[src/rtl/pipe_stage_reg.sv]
// Parametrised inter-stage pipeline register with valid/ready handshake, flush,
// optional 2-entry skid buffer (registered in_ready) and a saturating stall counter.
module pipe_stage_reg #(
    parameter int                 WIDTH     = 71,
    parameter bit                 SKID      = 1'b1,
    parameter logic [WIDTH-1:0]   RESET_VAL = '0,
    parameter int                 CNT_W     = 16
) (
    input  logic              clk,
    input  logic              rst,
    input  logic              in_valid,
    output logic              in_ready,
    input  logic [WIDTH-1:0]  in_data,
    input  logic              flush,
    output logic              out_valid,
    input  logic              out_ready,
    output logic [WIDTH-1:0]  out_data,
    input  logic              clr_cnt,
    output logic [CNT_W-1:0]  stall_cnt
);

    typedef enum logic [1:0] {
        EMPTY = 2'd0,
        HALF  = 2'd1,
        FULL  = 2'd2
    } state_t;

    localparam logic [CNT_W-1:0] CNT_MAX = '1;

    state_t           state_q;
    state_t           state_d;
    logic [WIDTH-1:0] main_q;
    logic [WIDTH-1:0] skid_q;
    logic             accept;
    logic             emit;
    logic             load_main;
    logic             load_skid;
    logic             main_from_skid;

    assign out_valid = (state_q != EMPTY);
    assign out_data  = main_q;
    assign accept    = in_valid & in_ready;
    assign emit      = out_valid & out_ready;

    always_comb begin
        state_d        = state_q;
        load_main      = 1'b0;
        load_skid      = 1'b0;
        main_from_skid = 1'b0;
        if (flush) begin
            // data regs are left alone; out_data is don't-care once out_valid drops
            state_d = EMPTY;
        end else begin
            case (state_q)
                EMPTY: begin
                    if (accept) begin
                        state_d   = HALF;
                        load_main = 1'b1;
                    end
                end
                HALF: begin
                    if (accept && emit) begin
                        load_main = 1'b1;
                    end else if (accept) begin
                        state_d   = FULL;
                        load_skid = 1'b1;
                    end else if (emit) begin
                        state_d = EMPTY;
                    end
                end
                FULL: begin
                    if (emit) begin
                        state_d        = HALF;
                        main_from_skid = 1'b1;
                    end
                end
                default: state_d = EMPTY;
            endcase
        end
    end

    always_ff @(posedge clk or negedge rst) begin
        if (!rst) begin
            state_q <= EMPTY;
        end else begin
            state_q <= state_d;
        end
    end

    always_ff @(posedge clk or negedge rst) begin
        if (!rst) begin
            main_q <= RESET_VAL;
            skid_q <= RESET_VAL;
        end else begin
            if (load_main) begin
                main_q <= in_data;
            end else if (main_from_skid) begin
                main_q <= skid_q;
            end
            if (load_skid) begin
                skid_q <= in_data;
            end
        end
    end

    generate
        if (SKID) begin : g_skid
            // Registered ready: upstream never sees a combinational path from out_ready.
            logic ready_q;
            always_ff @(posedge clk or negedge rst) begin
                if (!rst) begin
                    ready_q <= 1'b1;
                end else begin
                    ready_q <= (state_d != FULL);
                end
            end
            assign in_ready = ready_q;
        end else begin : g_noskid
            assign in_ready = !out_valid || out_ready;
        end
    endgenerate

    always_ff @(posedge clk or negedge rst) begin
        if (!rst) begin
            stall_cnt <= '0;
        end else if (clr_cnt) begin
            stall_cnt <= '0;
        end else if (out_valid && !out_ready && (stall_cnt != CNT_MAX)) begin
            stall_cnt <= stall_cnt + 1'b1;
        end
    end

endmodule

[config.mk]
export PLATFORM = sky130hd
export DESIGN_NAME = pipe_stage_reg
export DESIGN_NICKNAME = d
export VERILOG_FILES = /design/src/rtl/pipe_stage_reg.sv
export SDC_FILE = /design/constraint.sdc
export NUM_CORES = 1
export LEC_CHECK = 0
export ABC_AREA = 1
export BUFFER_PORTS_ARGS = -buffer_cell sky130_fd_sc_hd__clkbuf_2
export CORE_MARGIN = 4
export CORE_UTILIZATION = 45
export CTS_CLUSTER_SIZE = 28
export DETAILED_ROUTE_END_ITERATION = 10
export PLACE_DENSITY = 0.68
export RECOVER_POWER = 100
export SLEW_MARGIN = 20
export SYNTH_ARGS = -nofsm -noshare
export SYNTH_HDL_FRONTEND = slang
export SYNTH_SLANG_ARGS = --single-unit
[constraint.sdc]
create_clock -name clk -period 4.2 [get_ports clk]
set_input_delay 0.21 -clock clk [delete_from_list [all_inputs] [get_ports clk]]
set_output_delay 0.21 -clock clk [all_outputs]
set_load 0.05 [all_outputs]
# Word level (Yosys, flattened, before mapping)
# Cells that the tools add are included.
# word_totals
ff_bits,161
# op_classes
reduce_logical,8
bitwise,2
n_eq_ne,4
n_mux,21
add_sub_neg,1
# ops
operator,count
$mux W71,2
$mux W16,2
$add A16 B1 Y16 const B,1
$ne A16 B16 Y1 const B,1
$mux W2,6
$mux W1,9
$pmux W2 S3,1
$reduce_bool A2 Y1,3
$logic_and A1 B1 Y1,3
$and A1 B1 Y1,2
$eq A2 B1 Y1 const B,1
$eq A2 B2 Y1 const B,1
$logic_not A2 Y1,1
$ne A2 B2 Y1 const B,1
$pmux W1 S2,1
$logic_not A1 Y1,1

# Depth between registers and ports, before layout
# depth
word_depth,8
depth_mapped,10
mapped_depth_nobuf,9

# Least setup slack after synthesis
# No wires, ideal clock.
# synth_path
kind,register -> register
from,reg stall_cnt[0]
to,reg stall_cnt[14]
slack_ns,2.259
t_arrival_ns,1.875
stages_incl_launch_ff,11
t_required_ns,4.134
synth_period_minus_slack_ns,1.941
cell_sequence,dfrtp_1 -> ha_1 -> inv_1 -> nor2_4 -> nand2_1 -> nor2_2 -> nor2_4 -> nor2_4 -> buf_6 -> nand2_1 -> nand2_1
# synth_via
elab_chain_len,3
# synth_lines
item,line,text
start: declaration,19,output logic [CNT_W-1:0] stall_cnt
start signal: assignment,129,stall_cnt <= stall_cnt + 1'b1;
$add A16 B1 Y16 / $ne A16 B16 Y1 (equally long branches),"129, 128",
$mux W16 / $logic_and A1 B1 Y1 (equally long branches),128,end else if (out_valid && !out_ready && (stall_cnt != CNT_MAX)) begin
$mux W16 / $reduce_bool A2 Y1 (equally long branches),--,
# Parallel ways exist; a longest one is shown, timed or not. The select of a mux whose other input is x is not followed.
# A chain may end at the register's enable or synchronous reset.

# Worst setup path after layout
# layout_path
from,"reg g_skid.ready_q, in the netlist in_ready"
to,reg skid_q[56]
# layout_via
elab_chain_len,5
# layout_lines
item,line,text
start: declaration,109,logic ready_q;
start signal: assignment,114,ready_q <= (state_d != FULL);
$and A1 B1 Y1 (*),42,assign accept = in_valid & in_ready;
$mux W1 / $logic_and A1 B1 Y1 (equally long branches),"64, 62",
$mux W1 (*),62,if (accept && emit) begin
$mux W1 (*),54,case (state_q)
$mux W1 (*),50,if (flush) begin
end signal: assignment,101,skid_q <= in_data;
end: declaration,33,logic [WIDTH-1:0] skid_q;
# Every way passes the cells marked *; elsewhere a longest branch is shown, timed or not.

==> impl_metrics.toml <==
[outcome]
outcome = "finished with violations"
failed_checks = "max-capacitance violations, max-slew violations"

[global_routing]
global_route.usage.total_pct = 19.2
number_of_antenna_violations_at_the_first_check_in_global_routing = 0
number_of_global_route_vias_before_repair = 5792
grt_pass1_wl_um = 28600
maximum_number_of_pins_on_one_net_before_global_route_repair = 101
grt_overflow_total = 0

[critical_path]
cp.buffers_inverters = 1
family_of_cells_with_the_greatest_summed_delay_on_the_critical_path = "simple AND/OR/NAND/NOR gates"
largest_fanout_on_the_critical_path = 64
critPathCaptureType = "flop"
worst_ep_arrival_time_ns = 3.32
worst-endpoint-required_ns = 4.49
timing_worst_setup_path_type = "flop to flop"
cp_slowest_stage_delay_ns = 1.20
critical_path.cell_chain = "nand2_1 -> nor2_2 -> nand3_2 -> buf_4 -> nor2_1 -> a21oi_1"
setup.worst_path.start_class = "flop"
cpMaxStageDelayCell = "sky130_fd_sc_hd__nand3_2"

[detailed_routing]
route.final.wire_length_um = 17600
drt_drc_violations_left = 0
dr_total_vias = 6014
drtIter0Drc = 359
route.detailed.vias_per_inst = 5.02
post_drt_wl_per_cell_um = 14.7
ant_nets = 0
detailedRoute.firstPassIterationCount = 5

[yosys]
synth_edf_count = 0
synth_top_cell_by_area = "sky130_fd_sc_hd__dfrtp_1"
yosys.cell_count.top_type = "sky130_fd_sc_hd__dfrtp_1"
netlist_instances = 826
synth.avg_cell_area_um2 = 9.10
synth-async-reset-ratio_pct = 100
netlist_top_cells_area = "sky130_fd_sc_hd__dfrtp_1, sky130_fd_sc_hd__nand2_1, sky130_fd_sc_hd__inv_1"
post_synth_instance_area_um2 = 7510
ys_seq_elements = 161
synthDominantCellAreaShare_pct = 53.3
synth.distinct_cells = 32
ys_seq_area_share_pct = 53.6
synth_common_cells = "sky130_fd_sc_hd__dfrtp_1, sky130_fd_sc_hd__nand2_1, sky130_fd_sc_hd__inv_1, sky130_fd_sc_hd__nor2_1, sky130_fd_sc_hd__o21ai_0"
synth_fp_nets = 904
ys_warn_count = 0
synthFlopType = "sky130_fd_sc_hd__dfrtp_1"

[clock_tree]
cts_tree = "built"
cts_setup_buffers = 0
clock-sinks = 161
htreeDepth = 4
cts-hold-fix-buffers = 3
clk_pin_slew_ns = 0.06
cts_buffer_depth = 2
clock_tree.root_cell = "sky130_fd_sc_hd__clkbuf_16"
post_cts_resized = 0
cts-buffers-inserted = 17
clock_latency_ns = 0.41

[power_and_ir_drop]
pwr_density_nw_per_um2 = 553
leakage_uw = 0.00436
vdd.ir_drop.worst_mv = 0.268

[placement]
port_buffers = 165
dp_worst_setup_slack_ns = 1.57
gp_routability_congestion = 0.842
post-dp-hpwl_um = 11300

[timing]
tightest_slew_ns = 1.82
timing.clock.skew_ns = 0.00770
final.setup.tns_ns = 0
timing.slew.headroom_pct = -21.1
rsz0062_at_grt = "no"
timing.final.ws_setup_ns = 1.18
min_period_over_period_pct = 72.0
final.min_clock_period_ns = 3.02
final-hold-violation-count = 0
max_freq_ghz = 0.331
maxSlewViolCount = 138
report.final.setup_viol = 0

[cells_and_area]
number_of_nets_at_the_end_of_the_flow = 1047
insertedDiodeCount = 0
drive_gt1_share_pct = 15.5
synthToLayoutAreaGrowth_pct = 17.6

[floorplan]
core_area_um2 = 16100
floorplan.die_area_um2 = 18800
die_height_um = 137
design.portCount = 166
floorplan.rows = 46
dieWidth_um = 137
starting_density_of_the_core_pct = 46.6

[min_path]
hp-class = "input pin to flop"

[flow_run]
cap_viol_max_count = 2
-- area by class of cell --
class | count | area, um2
inverter | 125 | 469
fill | 1564 | 7280
multi-input combinational | 489 | 2700
clock buffer | 24 | 472
tap | 216 | 270
sequential | 161 | 4030
timing repair buffer | 175 | 818
clock inverter | 8 | 77.6
-- routing by layer --
metal	global-route usage [%]	vias up	wire length [um]
met2	30.7	159	8180
met3	4.31	14	1230
met4	5.65	0	184
met1	26.4	2839	7970
li1	-	3002	-
met5	0	-	0
-- logic make-up after synthesis --
kind of cell	Yosys count	synth area share, %
flops	161	53.6
compound gates	151	11.9
simple gates	296	18.4
xor+xnor	6	0.699
mux	35	5.24
fa+ha+maj	1	0.166
buf+inv	176	9.96
-- power by group --
part | switching (uW) | internal (uW)
combinational | 986 | 346
sequential | 174 | 1920
clock | 611 | 849
-- through the flow --
step | hold slack, ns | instance area [um2] | power [uW] | cells | util [%]
after global placement | 0.275 | 8420 | 3470 | 1163 | 52.3
after CTS | 0.000667 | 9000 | 4990 | 1198 | 55.9
after global routing | 0.00416 | 8840 | 5170 | 1198 | 54.8
after floorplan | -0.0856 | 7510 | 3140 | 826 | -
after detailed placement | 0.269 | 8420 | 3510 | 1163 | 52.3
final | 0.0182 | 8840 | 4880 | 1198 | 54.8
-- sequential cells by signal, summed over array words and instances (netlist names) --
name       cells
in_ready       1
out_data      71
skid_q        71
stall_cnt     16
state_q        2
-- final timing paths --
path	end	start	slack, ns	depth (start not counted)
setup reg to reg	skid_q[56]$_DFFE_PN0P_	in_ready$_DFF_PN1_	1.18	6
hold / removal	skid_q[32]$_DFFE_PN0P_	in_data[32]	0.02	2
min in group asynchronous	skid_q[47]$_DFFE_PN0P_	rst	0.82	2
max in group asynchronous	in_ready$_DFF_PN1_	rst	2.12	3
hold reg to reg	skid_q[33]$_DFFE_PN0P_	skid_q[33]$_DFFE_PN0P_	0.49	1
setup / recovery	skid_q[56]$_DFFE_PN0P_	in_ready$_DFF_PN1_	1.18	6
-- layout by cell type (no fill, tap or decap) --
cell type	instances
sky130_fd_sc_hd__a21oi_1	37
sky130_fd_sc_hd__buf_12	2
sky130_fd_sc_hd__buf_4	4
sky130_fd_sc_hd__bufinv_16	1
sky130_fd_sc_hd__clkbuf_1	95
sky130_fd_sc_hd__clkbuf_16	17
sky130_fd_sc_hd__clkbuf_2	76
sky130_fd_sc_hd__clkbuf_8	2
sky130_fd_sc_hd__clkinv_2	3
sky130_fd_sc_hd__clkinvlp_4	2
sky130_fd_sc_hd__dfrtp_1	160
sky130_fd_sc_hd__dfstp_2	1
sky130_fd_sc_hd__dlygate4sd3_1	3
sky130_fd_sc_hd__ha_1	1
sky130_fd_sc_hd__inv_1	122
sky130_fd_sc_hd__inv_2	3
sky130_fd_sc_hd__inv_6	2
sky130_fd_sc_hd__mux2_1	10
sky130_fd_sc_hd__mux2_2	25
sky130_fd_sc_hd__nand2_1	135
sky130_fd_sc_hd__nand3_1	43
sky130_fd_sc_hd__nand3_2	1
sky130_fd_sc_hd__nand3_4	1
sky130_fd_sc_hd__nand3b_1	2
sky130_fd_sc_hd__nand4_1	49
sky130_fd_sc_hd__nor2_1	60
sky130_fd_sc_hd__nor2_2	2
sky130_fd_sc_hd__nor2_4	1
sky130_fd_sc_hd__nor2_8	1
sky130_fd_sc_hd__o211ai_1	30
sky130_fd_sc_hd__o211ai_2	7
sky130_fd_sc_hd__o21ai_0	72
sky130_fd_sc_hd__o21ai_1	1
sky130_fd_sc_hd__o21bai_1	4
sky130_fd_sc_hd__or2_2	1
sky130_fd_sc_hd__xnor2_1	1
sky130_fd_sc_hd__xor2_1	5
(Power assumes the default switching activity.)
